--- config.mk ---
export PLATFORM = sky130hd
export DESIGN_NAME = multicycle_control
export DESIGN_NICKNAME = d
export VERILOG_FILES = /design/src/rtl/mips_pkg.sv /design/src/rtl/alu_decoder.sv /design/src/rtl/multicycle_control.sv
export SDC_FILE = /design/constraint.sdc
export NUM_CORES = 1
export LEC_CHECK = 0
export ABC_CLOCK_PERIOD_IN_PS = 5630
export CAP_MARGIN = 20
export CORE_MARGIN = 2
export CORE_UTILIZATION = 50
export DETAILED_ROUTE_END_ITERATION = 10
export GPL_TIMING_DRIVEN = 0
export PLACE_DENSITY_LB_ADDON = 0.15
export SETUP_SLACK_MARGIN = 0.1
export SLEW_MARGIN = 40
export SYNTH_ARGS = -nofsm -noshare
export SYNTH_HDL_FRONTEND = slang
export SYNTH_SLANG_ARGS = --single-unit
--- constraint.sdc ---
create_clock -name clk -period 5.63 [get_ports clk]
set_input_delay 0.563 -clock clk [delete_from_list [all_inputs] [get_ports clk]]
set_output_delay 0.563 -clock clk [all_outputs]
set_load 0.1 [all_outputs]
--- src/rtl/mips_pkg.sv ---
// Shared encodings for the multicycle MIPS control path: FSM states, opcode/funct
// fields and ALU operation codes.
package mips_pkg;

  typedef enum logic [3:0] {
    S_FETCH    = 4'd0,
    S_DECODE   = 4'd1,
    S_MEMADR   = 4'd2,
    S_MEMREAD  = 4'd3,
    S_MEMWB    = 4'd4,
    S_MEMWRITE = 4'd5,
    S_EXECUTE  = 4'd6,
    S_ALUWB    = 4'd7,
    S_BRANCH   = 4'd8,
    S_ADDIEX   = 4'd9,
    S_ADDIWB   = 4'd10,
    S_JUMP     = 4'd11
  } state_t;

  localparam logic [5:0] OP_RTYPE = 6'b000000;
  localparam logic [5:0] OP_LW    = 6'b100011;
  localparam logic [5:0] OP_SW    = 6'b101011;
  localparam logic [5:0] OP_BEQ   = 6'b000100;
  localparam logic [5:0] OP_ADDI  = 6'b001000;
  localparam logic [5:0] OP_J     = 6'b000010;

  localparam logic [5:0] FN_ADD = 6'b100000;
  localparam logic [5:0] FN_SUB = 6'b100010;
  localparam logic [5:0] FN_AND = 6'b100100;
  localparam logic [5:0] FN_OR  = 6'b100101;
  localparam logic [5:0] FN_SLT = 6'b101010;

  localparam logic [2:0] ALU_AND = 3'b000;
  localparam logic [2:0] ALU_OR  = 3'b001;
  localparam logic [2:0] ALU_ADD = 3'b010;
  localparam logic [2:0] ALU_SUB = 3'b110;
  localparam logic [2:0] ALU_SLT = 3'b111;

  localparam logic [1:0] ALUOP_ADD   = 2'b00;
  localparam logic [1:0] ALUOP_SUB   = 2'b01;
  localparam logic [1:0] ALUOP_FUNCT = 2'b10;

endpackage

--- src/rtl/alu_decoder.sv ---
// Maps the FSM's coarse alu_op and the instruction funct field to an ALU control code.
module alu_decoder
  import mips_pkg::*;
(
  input  logic [1:0] alu_op,
  input  logic [5:0] funct,
  output logic [2:0] alu_control,
  output logic       funct_illegal
);

  always_comb begin
    alu_control   = ALU_ADD;
    funct_illegal = 1'b0;
    case (alu_op)
      ALUOP_SUB:   alu_control = ALU_SUB;
      ALUOP_FUNCT: begin
        case (funct)
          FN_ADD:  alu_control = ALU_ADD;
          FN_SUB:  alu_control = ALU_SUB;
          FN_AND:  alu_control = ALU_AND;
          FN_OR:   alu_control = ALU_OR;
          FN_SLT:  alu_control = ALU_SLT;
          default: funct_illegal = 1'b1;
        endcase
      end
      default:     alu_control = ALU_ADD;
    endcase
  end

endmodule

--- src/rtl/multicycle_control.sv ---
// Moore sequencer for the multicycle MIPS datapath; one shared ALU and memory are
// steered per state, memory states stall on mem_ready.
module multicycle_control
  import mips_pkg::*;
#(
  parameter int CNT_W = 32
) (
  input  logic             clk,
  input  logic             rst,
  input  logic [5:0]       opcode,
  input  logic [5:0]       funct,
  input  logic             zero,
  input  logic             mem_ready,
  output logic             i_or_d,
  output logic             ir_write,
  output logic             mem_write,
  output logic             mem_to_reg,
  output logic             reg_dst,
  output logic             reg_write,
  output logic             alu_src_a,
  output logic [1:0]       alu_src_b,
  output logic [2:0]       alu_control,
  output logic [1:0]       pc_src,
  output logic             pc_en,
  output logic             illegal_instr,
  output logic [3:0]       state,
  output logic [CNT_W-1:0] instr_count
);

  state_t     st, nxt;
  logic [1:0] alu_op;
  logic       funct_illegal;
  logic       ir_w, pc_w, br, mem_w, reg_w, retire;

  alu_decoder u_alu_dec (
    .alu_op        (alu_op),
    .funct         (funct),
    .alu_control   (alu_control),
    .funct_illegal (funct_illegal)
  );

  always_ff @(posedge clk or posedge rst) begin
    if (rst) st <= S_FETCH;
    else     st <= nxt;
  end

  always_ff @(posedge clk or posedge rst) begin
    if (rst)         instr_count <= '0;
    else if (retire) instr_count <= instr_count + {{(CNT_W-1){1'b0}}, 1'b1};
  end

  always_comb begin
    nxt           = st;
    alu_op        = ALUOP_ADD;
    i_or_d        = 1'b0;
    ir_w          = 1'b0;
    pc_w          = 1'b0;
    br            = 1'b0;
    mem_w         = 1'b0;
    reg_w         = 1'b0;
    mem_to_reg    = 1'b0;
    reg_dst       = 1'b0;
    alu_src_a     = 1'b0;
    alu_src_b     = 2'b00;
    pc_src        = 2'b00;
    illegal_instr = 1'b0;
    retire        = 1'b0;
    case (st)
      S_FETCH: begin
        alu_src_b = 2'b01;
        ir_w      = mem_ready;
        pc_w      = mem_ready;
        if (mem_ready) nxt = S_DECODE;
      end
      S_DECODE: begin
        alu_src_b = 2'b11;
        case (opcode)
          OP_LW, OP_SW: nxt = S_MEMADR;
          OP_RTYPE:     nxt = S_EXECUTE;
          OP_BEQ:       nxt = S_BRANCH;
          OP_ADDI:      nxt = S_ADDIEX;
          OP_J:         nxt = S_JUMP;
          default: begin
            illegal_instr = 1'b1;
            nxt           = S_FETCH;
          end
        endcase
      end
      S_MEMADR: begin
        alu_src_a = 1'b1;
        alu_src_b = 2'b10;
        nxt       = (opcode == OP_LW) ? S_MEMREAD : S_MEMWRITE;
      end
      S_MEMREAD: begin
        i_or_d = 1'b1;
        if (mem_ready) nxt = S_MEMWB;
      end
      S_MEMWB: begin
        mem_to_reg = 1'b1;
        reg_w      = 1'b1;
        retire     = 1'b1;
        nxt        = S_FETCH;
      end
      S_MEMWRITE: begin
        i_or_d = 1'b1;
        mem_w  = 1'b1;
        if (mem_ready) begin
          retire = 1'b1;
          nxt    = S_FETCH;
        end
      end
      S_EXECUTE: begin
        alu_src_a = 1'b1;
        alu_op    = ALUOP_FUNCT;
        if (funct_illegal) begin
          illegal_instr = 1'b1;
          nxt           = S_FETCH;
        end else begin
          nxt = S_ALUWB;
        end
      end
      S_ALUWB: begin
        reg_dst = 1'b1;
        reg_w   = 1'b1;
        retire  = 1'b1;
        nxt     = S_FETCH;
      end
      S_BRANCH: begin
        alu_src_a = 1'b1;
        alu_op    = ALUOP_SUB;
        br        = 1'b1;
        pc_src    = 2'b01;
        retire    = 1'b1;
        nxt       = S_FETCH;
      end
      S_ADDIEX: begin
        alu_src_a = 1'b1;
        alu_src_b = 2'b10;
        nxt       = S_ADDIWB;
      end
      S_ADDIWB: begin
        reg_w  = 1'b1;
        retire = 1'b1;
        nxt    = S_FETCH;
      end
      S_JUMP: begin
        pc_src = 2'b10;
        pc_w   = 1'b1;
        retire = 1'b1;
        nxt    = S_FETCH;
      end
      default: nxt = S_FETCH;
    endcase
  end

  // Strobes are masked during reset so a held-ready memory cannot load IR/PC.
  assign ir_write  = ir_w & ~rst;
  assign mem_write = mem_w & ~rst;
  assign reg_write = reg_w & ~rst;
  assign pc_en     = (pc_w | (br & zero)) & ~rst;
  assign state     = st;

endmodule

==> results of run 1 <==
cells in the final DEF (no fill, tap or decap), drive strengths merged, types with 2 or more instances in the layout:
cell type and instances:
a21oi 3, nand2b 5, nor3b 6, and3 8
nor2 14, o21ai 5, inv 6, mux2 2
or2b 2, o31ai 2, nand3 14, clkinv 3
nor2b 4, nand2 23, nand4 5, ha 3
xnor2 15, clkdlybuf4s50 15, xor2 18, and4 3
clkbuf 10, buf 55, a31oi 2, dfrtp 36
nor3 16, or4 4
cells in the mapped netlist (6+ instances only):
| cell type | count |
|---|---|
| xor2_1 | 18 |
| nor3b_1 | 6 |
| inv_1 | 7 |
| nor2_1 | 14 |
| xnor2_1 | 15 |
| nand3_1 | 14 |
| dfrtp_1 | 36 |
| nand2_1 | 23 |
| nor3_1 | 11 |
| and3_1 | 6 |
cell type report:
type / instances / area (um^2) / share of cell area (%)
sequential: 36 / 901 / 32.8
inverter: 7 / 27.5 / 1.00
timing repair buffer: 67 / 410 / 14.9
clock inverter: 2 / 10.0 / 0.364
multi-input combinational: 175 / 1210 / 44.1
clock buffer: 6 / 82.6 / 3.01
tap: 50 / 62.6 / 2.28
buffer: 7 / 41.3 / 1.50
per-layer routing:
metal | GRT usage, % | vias up | part of all wire (%)
met4 | 8.33 | 0 | 1.9
met3 | 4.62 | 8 | 5.8
met2 | 33.9 | 43 | 47
li1 | - | 951 | -
met1 | 27.6 | 920 | 46
met5 | 0 | - | 0
worst max-delay path, stage by stage (launching register included):
cell and delay, ns:
dfrtp_1 0.43, clkbuf_1 0.38, buf_1 0.38, nand3_1 0.25, inv_1 0.12, ha_1 0.21
o21ai_0 0.22, o32ai_1 0.17, buf_2 0.46
sequential cells by signal (all words and copies together) (netlist names):
| register | count |
|---|---|
| state | 4 |
| instr_count | 32 |
report_power, final:
part / switching (mW) / total, mW / internal [mW]
Sequential: 0.0331 / 0.315 / 0.282
Combinational: 0.446 / 0.558 / 0.112
Clock: 0.0922 / 0.190 / 0.0976
Total: 0.571 / 1.06 / 0.492
path summary, 6_finish.rpt:
check                                  endpoint  slack (ns)
worst max-delay path              illegal_instr        2.15
worst min-delay path            instr_count[22]        0.48
worst max register to register         state[2]        3.18
worst min register to register  instr_count[22]        0.48
max in group asynchronous       instr_count[30]        4.49
min in group asynchronous       instr_count[31]        0.77
cells by family (layout without fill, tap and decap cells):
logic type / Yosys count / count (layout) / synth area share (%)
XOR/XNOR: 33 / 33 / 13.3
flip-flops: 36 / 36 / 41.5
AND/OR/NAND/NOR: 110 / 110 / 29.4
AO/OA/AOI/OAI: 26 / 26 / 9.45
multiplexers: 3 / 3 / 1.50
buffers and inverters: 14 / 89 / 3.11
adder cells (fa/ha/maj): 3 / 3 / 1.73
==> flow_metrics.env, run 1 <==
export IMPL_worstRegToRegCells=8
export IMPL_ant_nets=0
export IMPL_dr_total_vias=1922
export IMPL_cts_hold_buf=0
export IMPL_tritoncts="done"
export IMPL_hold_depth=1
export IMPL_holdWs_ns=0.478
export IMPL_final_nets=318
export IMPL_start_kind="flop"
export IMPL_drc_errors=0
export IMPL_synth_async_sr_flop_share_pct=100
export IMPL_p_total_mw=1.06
export IMPL_hold_viol_final=0
export IMPL_cts_root_buf="clkbuf_8"
export IMPL_cp_end_kind="output pin"
export IMPL_synthFlopType="dfrtp_1"
export IMPL_synth_area_per_cell_um2=9.65
export IMPL_rsz0062_at_grt="no"
export IMPL_peakVddDrop_mv=0.621
export IMPL_drv_cap=0
export IMPL_path_max_fanout=10
export IMPL_clock_skew_ns=0.00409
export IMPL_cts_sinks=36
export IMPL_fin_ws_ns=2.15
export IMPL_start_util_pct=53.1
export IMPL_drt_initial_drc_count=87
export IMPL_tns_ns=0
export IMPL_insertion_delay_ns=0.29
export IMPL_wl_per_cell_um=13.8
export IMPL_dp_slack_ns=2.52
export IMPL_tightest_slew_ns=0.616
export IMPL_grt_max_degree=37
export IMPL_grt_ovfl_total=0
export IMPL_track_usage_pct=21.0
export IMPL_fp_dieH_um=69.9
export IMPL_path_clk_slew_ns=0.07
export IMPL_cts_made_buffers=5
export IMPL_r2r_start="state[1]"
export IMPL_htreeDepth=2
export IMPL_synth_top_area_share_pct=41.5
export IMPL_cts_resized_gates=0
export IMPL_antenna_found_initial=0
export IMPL_power_density_nw_per_um2=387
export IMPL_ys_types=51
export IMPL_antennaDiodeCount=0
export IMPL_worst_ep_required_time_ns=5.07
export IMPL_slew_viol_final=0
export IMPL_avgViaCountPerCell=5.49
export IMPL_netlist_top_cells_area="dfrtp_1 (41%), xor2_1 (7.3%), xnor2_1 (6.1%), nand2_1 (4.0%), nand3_1 (3.2%)"
export IMPL_synth_nets=244
export IMPL_hold_path_class="flop to flop"
export IMPL_nFillCells=378
export IMPL_period_minus_slack_ns=3.48
export IMPL_cp_arrival_ns=2.92
export IMPL_finalInstanceArea_um2=2750
export IMPL_fin_crit_sh_pct=61.8
export IMPL_dp_cells=342
export IMPL_relSlewSlack_pct=58.9
export IMPL_synth_area_um2=2170
export IMPL_ys_seq_elements=36
export IMPL_drt_pass1_iter_count=6
export IMPL_worstHoldStart="instr_count[22]"
export IMPL_startpoint="state[1]"
export IMPL_postCtsSetupBuffers=0
export IMPL_synth_edf_count=0
export IMPL_layout_drive_gt1_share_pct=27.7
export IMPL_grt_pass1_vias=1807
export IMPL_clk_path_buf_depth=2
export IMPL_yosysTopAreaCell="dfrtp_1"
export IMPL_coreArea_um2=4090
export IMPL_placed_cell_area_um2=2650
export IMPL_power_leakage_nw=1.20
export IMPL_fp_row_count=23
export IMPL_timing_fmax_mhz=287
export IMPL_routabilityCongestion=0.876
export IMPL_io_buffers=67
export IMPL_yosys_warnings=0
export IMPL_fin_cells=350
export IMPL_die_x_um=69.9
export IMPL_design_die_area_um2=4880
export IMPL_hpwlAfterDp_um=3660
export IMPL_ios=68
export IMPL_path_class="flop to output pin"
export IMPL_grt_pass1_wl_um=8240
export IMPL_synthCells=225
export IMPL_setup_viol=0
export IMPL_yosysSeqAreaShare_pct=41.5
export IMPL_drt_wl_total_um=4820
export IMPL_utilization_pct=67.2
export IMPL_syn_to_final_growth_pct=26.6
export IMPL_status="finished, final reports clean"
Note: power is estimated with default switching activity, not from simulation.
==> run 2: changes to the inputs <==
- ABC_CLOCK_PERIOD_IN_PS: 5630 -> 3600
- CORE_UTILIZATION: 50 -> 47
- clock period: 5.63 -> 3.6 ns (I/O delays scaled with it)
==> flow_metrics.env, run 2 (synthesis gave the netlist of run 1 again) <==
export IMPL_status="finished, final reports clean"
export IMPL_timing_fmax_mhz=311
export IMPL_tightest_slew_ns=0.648
export IMPL_grt_ovfl_total=0
export IMPL_insertion_delay_ns=0.29
export IMPL_period_minus_slack_ns=3.21
export IMPL_cts_sinks=36
export IMPL_ant_nets=0
export IMPL_path_max_fanout=10
export IMPL_postCtsSetupBuffers=0
export IMPL_cpMaxStageDelayCell="buf_2"
export IMPL_utilization_pct=63.3
export IMPL_hpwlAfterDp_um=3620
export IMPL_grt_pass1_wl_um=8240
export IMPL_mostFrequentLayoutCell="buf_2"
export IMPL_tritoncts="done"
export IMPL_fin_cells=352
export IMPL_cts_resized_gates=0
export IMPL_drt_initial_drc_count=83
export IMPL_avgViaCountPerCell=5.43
export IMPL_hold_viol_final=0
export IMPL_antenna_found_initial=0
export IMPL_final_cell_mix="buf_2 (52), dfrtp_1 (36), nand2_1 (23), xor2_1 (18)"
export IMPL_dr_total_vias=1911
export IMPL_routabilityCongestion=0.788
export IMPL_design_die_area_um2=5180
export IMPL_drt_wl_total_um=4810
export IMPL_power_density_nw_per_um2=600
export IMPL_power_leakage_nw=1.21
export IMPL_wl_per_cell_um=13.7
export IMPL_cp_end_kind="output pin"
export IMPL_start_kind="flop"
export IMPL_drt_pass1_iter_count=4
export IMPL_reg2reg_slack_ns=1.19
export IMPL_die_x_um=72.0
export IMPL_path_buf_inv=4
export IMPL_start_util_pct=49.2
export IMPL_worst_ep_required_time_ns=3.24
export IMPL_io_buffers=67
export IMPL_coreArea_um2=4410
export IMPL_grt_max_degree=37
export IMPL_fin_crit_sh_pct=89.2
export IMPL_p_total_mw=1.68
export IMPL_path_clk_slew_ns=0.07
export IMPL_drv_cap=0
export IMPL_peakVddDrop_mv=0.614
export IMPL_top_register="instr_count"
export IMPL_dp_cells=344
export IMPL_hold_path_class="flop to flop"
export IMPL_cp_arrival_ns=2.85
export IMPL_tns_ns=0
export IMPL_cts_made_buffers=5
export IMPL_cts_root_buf="clkbuf_8"
export IMPL_antennaDiodeCount=0
export IMPL_clk_path_buf_depth=2
export IMPL_largest_reg_flops=32
export IMPL_fp_dieH_um=72.0
export IMPL_nFillCells=383
export IMPL_rsz0062_at_grt="no"
export IMPL_cp_top_family="buffers and inverters"
export IMPL_syn_to_final_growth_pct=28.7
export IMPL_setup_viol=0
export IMPL_fp_row_count=24
export IMPL_critPathMaxStageDelay_ns=0.46
export IMPL_htreeDepth=2
export IMPL_ios=68
export IMPL_slew_viol_final=0
export IMPL_relSlewSlack_pct=56.5
export IMPL_grt_pass1_vias=1795
export IMPL_drc_errors=0
export IMPL_crit_chain="clkbuf_1, clkbuf_2, nand3_1, inv_1, ha_1, o21ai_0, o32ai_2, buf_2"
export IMPL_path_class="flop to output pin"
export IMPL_clock_skew_ns=0.00686
export IMPL_final_nets=318
export IMPL_cts_hold_buf=0
export IMPL_layout_drive_gt1_share_pct=30.0
export IMPL_track_usage_pct=20.0
-- run 2: worst paths after layout --
| path | from | end | cells past startpoint |
|---|---|---|---|
| max reg2reg | state[1] | state[2] | 8 |
| min reg2reg | instr_count[22] | instr_count[22] | 1 |
| max in group asynchronous | rst | state[1] | 2 |
| max | state[1] | illegal_instr | 8 |
| min | instr_count[22] | instr_count[22] | 1 |
| min in group asynchronous | rst | instr_count[14] | 2 |
-- run 2: power breakdown --
| group | internal (mW) | leakage (nW) | switching [mW] |
|---|---|---|---|
| clock network | 0.153 | 0.0510 | 0.145 |
| logic | 0.183 | 0.723 | 0.701 |
| registers | 0.442 | 0.434 | 0.0521 |
| total | 0.777 | 1.21 | 0.899 |
-- run 2: final cells by class --
type | count | area [um^2] | share of cell area, %
multi-input combinational | 175 | 1250 | 44.9
sequential | 36 | 901 | 32.2
timing repair buffer | 67 | 410 | 14.7
clock buffer | 6 | 82.6 | 2.96
tap | 52 | 65.1 | 2.33
buffer | 7 | 42.5 | 1.52
inverter | 7 | 27.5 | 0.985
clock inverter | 2 | 10.0 | 0.358
-- run 2: routing by layer --
metal / share of wire (%) / GRT usage [%] / up-vias
met1: 48 / 28.6 / 902
li1: - / - / 952
met5: 0 / 0 / -
met3: 4.0 / 3.75 / 8
met2: 46 / 30.6 / 49
met4: 1.5 / 7.55 / 0
-- run 2: through the flow --
stage          worst slack [ns]  instance area (um^2)  hold WS (ns)
5_1_grt                   0.179                  2790         0.504
4_1_cts                   0.269                  2790         0.484
2_1_floorplan             -1.09                  2220         0.527
6_report                  0.389                  2790         0.478
3_3_place_gp             -0.119                  2960         0.466
3_5_place_dp              0.604                  2700         0.474
==> edit 1: new RTL, config.mk and constraints of run 1 <==
`CNT_W`: 32 -> 28.
--- a/src/rtl/multicycle_control.sv
+++ b/src/rtl/multicycle_control.sv
@@ -3,7 +3,7 @@
 module multicycle_control
   import mips_pkg::*;
 #(
-  parameter int CNT_W = 32
+  parameter int CNT_W = 28
 ) (
   input  logic             clk,
   input  logic             rst,
Interface: changed (resized instr_count); port bits go from 68 to 64. The function was not compared with the original's and may differ.
==> edit 1 against run 1 <==
  * Register-to-register slack improved by 0.24 ns
  * Total power is 24% lower
  * Maximum frequency grew 13%
  * Via count is 4.7% lower
  * Design area shrank 7.0%
  * First-iteration DRC count rose by 17%
  * Routed wire length down 6.4%
  * Synthesized area decreased by 8.8%
  * Setup slack improved by 0.41 ns
  * Sequential cell count decreased by 4
  * Clock power rose by 26%
==> edit 1: results (changes against run 1) <==
- Outcome: completed
- Clock latency on the worst-skew pair: approximately 0.28 ns
- Clock slew at reported path FFs: 0.06 ns
- Cells after synthesis: 213 (-5.3%)
- Vias in the first global route: 1578 (-13%)
- CP top delay family: buffers and inverters
- Share of post-route cells with drive strength above 1: 27.8% (+0.15 points)
- CTS Buf Count: 5 (unchanged)
- Global-route wire length before repair: 7350 um (-11%)
- Sequential area share after synthesis: 40.5% (-1.0 points)
- Most flop-heavy register: instr_count
- Switching share of power: 43.1% (-11 points)
- Main area contributors after synthesis: dfrtp_1 40%, xnor2_1 8.4%, xor2_1 4.4%, nand2_1 4.2%, nor2_1 4.2%
- Most instantiated cells after synthesis: 32 x dfrtp_1, 22 x nand2_1, 22 x nor2_1, 19 x xnor2_1, 13 x nand3_1
- Dpl cells: 324 (-5.3%)
- Global router's overall resource usage: 21.5% (+0.47 points)
- Root Buffer: clkbuf_8
- Setup Skew: 0.00357 ns (-0.000523 ns)
- Yosys warns: 0 (unchanged)
- Clock-cell share of area: 4.94% (+1.6 points)
- Setup bufs post-CTS: 0 (unchanged)
- Final nets: 302 (-5.0%)
- Buffering overhead: 16.3% (-0.090 points)
- Signal inverters: 8 (+1)
- Slew @ Worst Pin: 0.655 ns (+0.0392 ns)
- FF+latch area: 801 um2 (-11%)
- Worst path max stage delay: 0.48 ns (+0.02 ns)
- Antenna diode count: 0 (unchanged)
- Worst path arrival time: 2.51 ns (-0.41 ns)
- VDD IR max: 367 uV (-41%)
- Asr flop ratio synth: 100% (unchanged)
- Worst-path maximum fanout: 10 (unchanged)
- Port buffer count: 63 (-6.0%)
- Largest net degree at the start of global routing: 33 (-11%)
- Clkbuf count: 7 (+1)
- Total Wirelength: 4510 um (-6.4%)
- Flip-flop count of the largest register after layout: 28 (-13%)
- Detailed placer's ending HPWL: 3300 um (-10%)
- #MultiIn Comb: 168 (-4.0%)
- GPL Wtd Cong: 0.882 (+0.63%)
- Syn nets: 232 (-4.9%)
- Bufs w/o clock: 68 (-8.1%)
- Initial antenna violation count: 0 (unchanged)
- Clock tree buffer depth: 2 (unchanged)
- Fillers: 327 (-13%)
- Static Leakage: 1.19 nW (-0.84%)
- CTS HTree Levels: 2 (unchanged)
- Drt first pass iters: 4 (-2)
- Netlist cell types: 50 (-2.0%)
- Post-CTS Resized: 0 (unchanged)
- Worst min path class: register to register
- DR iter-0 viols: 102 (+17%)
- CTS Sinks: 32 (-11%)
- Via/cell ratio: 5.52 (+0.43%)
- Fraction of area in multi-input gates: 43.9% (-0.27 points)
- Post-Layout Cell Count: 332 (-5.1%)
## edit 1: routing by layer
metal  GRT usage, %  vias up  part of all wire [%]
met5              0        -                     0
li1               -      899                     -
met4           6.12        0                   1.2
met3           4.05        6                   4.4
met1           30.4      882                    47
met2           33.5       44                    47
## edit 1: metrics by stage
stage / worst slack (ns) / area (um2) / power, mW / hold slack (ns)
after floorplan: 0.881 / 1980 / 0.515 / 0.664
after global placement: 2.09 / 2670 / 0.594 / 0.456
after detailed placement: 2.78 / 2430 / 0.572 / 0.479
after CTS: 2.59 / 2560 / 0.812 / 0.488
after global routing: 2.42 / 2560 / 0.838 / 0.505
final: 2.56 / 2560 / 0.808 / 0.482
## edit 1: cell families (layout without fill, tap and decap cells)
| logic type | count (synthesis) | count (layout) | share of synthesized area (%) |
|---|---|---|---|
| DFF | 32 | 32 | 40.5 |
| muxes | 3 | 3 | 1.64 |
| xor gates and xnor gates | 29 | 29 | 12.8 |
| adders and majority gates | 3 | 3 | 1.90 |
| buffers and inverters | 13 | 84 | 2.91 |
| AOI/OAI and AO/OA | 32 | 32 | 11.8 |
| and+or+nand+nor | 101 | 101 | 28.4 |
## edit 1: power groups by stage
stage          registers (mW)  clock network [mW]  logic [mW]
2_1_floorplan           0.381                   0       0.134
3_3_place_gp            0.270                   0       0.325
3_5_place_dp            0.270                   0       0.302
4_1_cts                 0.266               0.242       0.304
5_1_grt                 0.270               0.252       0.316
6_report                0.266               0.239       0.303
## edit 1: final timing paths
kind,depth (start not counted),slack (ns),from,end
worst max-delay path,9,2.56,state[2],illegal_instr
worst min-delay path,1,0.48,instr_count[11],instr_count[11]
worst max register to register,10,3.42,state[2],state[0]
worst min register to register,1,0.48,instr_count[11],instr_count[11]
max in group asynchronous,2,4.40,rst,instr_count[20]
min in group asynchronous,2,0.80,rst,instr_count[1]
==> edit 2: new RTL, flow settings as in run 1 <==
Made on the original files. Make the reset (`rst`) synchronous in 2 clocked blocks.
--- a/src/rtl/multicycle_control.sv
+++ b/src/rtl/multicycle_control.sv
@@ -39,12 +39,12 @@
     .funct_illegal (funct_illegal)
   );
 
-  always_ff @(posedge clk or posedge rst) begin
+  always_ff @(posedge clk) begin
     if (rst) st <= S_FETCH;
     else     st <= nxt;
   end
 
-  always_ff @(posedge clk or posedge rst) begin
+  always_ff @(posedge clk) begin
     if (rst)         instr_count <= '0;
     else if (retire) instr_count <= instr_count + {{(CNT_W-1){1'b0}}, 1'b1};
   end
Behaviour: differs if rst is asserted again (counterexample within 4 cycles, from zero or initial values and one cycle with rst high); with rst held inactive, the same outputs for 10 cycles.
==> edit 2 against run 1 <==
  * Routed wire length grew 16%
  * Die area increased by 2.1%
  * Design area increased by 2.3%
  * Cell count increased by 17%
  * Clock skew rose by 0.00089 ns
  * Register-to-register slack improved by 0.37 ns
  * Synthesized area rose by 2.2%
  * Sequential cell count is the same
  * Via count increased by 25%
  * Maximum frequency is 17% higher
  * Setup slack better by 0.51 ns
  * Core utilization fell by 2.2 points
Power is not compared: it rests on default switching activity, and its combinational part moved more than twofold at a synthesized area within 25%.
==> edit 2: results (changes against run 1) <==
- Detailed placer's ending HPWL: 4170 um (+14%)
- Crit path capture: reg_write
- Adder-Cell Fraction of Synth Area: 2.25% (+0.53 points)
- Main area contributors after synthesis: dfxtp_1 32%, xnor2_1 5.5%, nand4_1 4.8%, a21oi_1 4.7%, nor2_1 4.7%
- Global router's overall resource usage: 23.1% (+2.1 points)
- Metal3 WL: 420 um (+50%)
- GR Layer Usage met3: 6.41% (+1.8 points)
- Largest net degree at the start of global routing: 12 (-68%)
- Syn nets: 302 (+24%)
- Hold depth: 2 (+1)
- Netlist cell types: 48 (-5.9%)
- R2r endpoint: state[2]
- Met1 GRT Util: 28.1% (+0.46 points)
- Global-route wire length before repair: 9400 um (+14%)
- Drt first pass iters: 5 (-1)
- Worst path arrival time: 2.40 ns (-0.52 ns)
- Vias in the first global route: 2169 (+20%)
- Dpl cells: 400 (+17%)
- Total Wirelength: 5580 um (+16%)
- Asr flop ratio synth: 0% (-100 points)
- Final nets: 375 (+18%)
- Worst path max stage delay: 0.57 ns (+0.11 ns)
- GPL Wtd Cong: 0.843 (-3.7%)
- Placed inst area: 2690 um2 (+1.2%)
- Final worst slack: 2.67 ns (+0.514 ns)
- Most instantiated cells after synthesis: 36 x dfxtp_1, 28 x nor2_1, 21 x a21oi_1, 19 x o21ai_0, 17 x nand4_1
- R2R Setup Slk: 3.55 ns (+0.37 ns)
- Post-synthesis compound-gate area fraction: 17.1% (+7.6 points)
- WL met1: 2430 um (+10%)
- Post-Layout Cell Count: 408 (+17%)
- Met2 Use GR: 38.5% (+4.6 points)
- Post-synthesis mux area share: 1.01% (-0.48 points)
- Via/cell ratio: 5.90 (+7.4%)
- CP max-delay cell: clkdlybuf4s50_1
- Worst slew margin: 64.9% (+6.0 points)
- Outcome: completed
- Share of post-route cells with drive strength above 1: 20.5% (-7.2 points)
- Sequential area share after synthesis: 32.5% (-9.0 points)
==> edit 2: cell count changes after synthesis, moves of 6 or more <==
cell and delta:
nor2_1 +14, dfrtp_1 -36, inv_1 +6, dfxtp_1 +36, nand4_1 +12, nor4_1 +6, nand2_1 -10, o21ai_0 +14
or3_1 +10, a21oi_1 +18, xor2_1 -13
==> edit 2: cell type report <==
class,instances,area (um2)
tap,52,65.1
multi-input combinational,220,1390
inverter,13,48.8
fill,394,1510
clock buffer,7,96.3
clock inverter,1,30.0
buffer,13,60.1
sequential,36,721
timing repair buffer,66,400
==> edit 2: how the worst min path moves through the flow <==
stage                    start         endpoint
2_1_floorplan              rst         state[3]
3_3_place_gp   instr_count[22]  instr_count[22]
3_5_place_dp   instr_count[29]  instr_count[29]
4_1_cts        instr_count[30]  instr_count[30]
5_1_grt        instr_count[30]  instr_count[30]
6_report       instr_count[18]  instr_count[18]
==> edit 2: critical path, delay by kind of cell <==
family	cells	cell delay (ns)
buffers and inverters	4	1.74
AND/OR/NAND/NOR	1	0.09
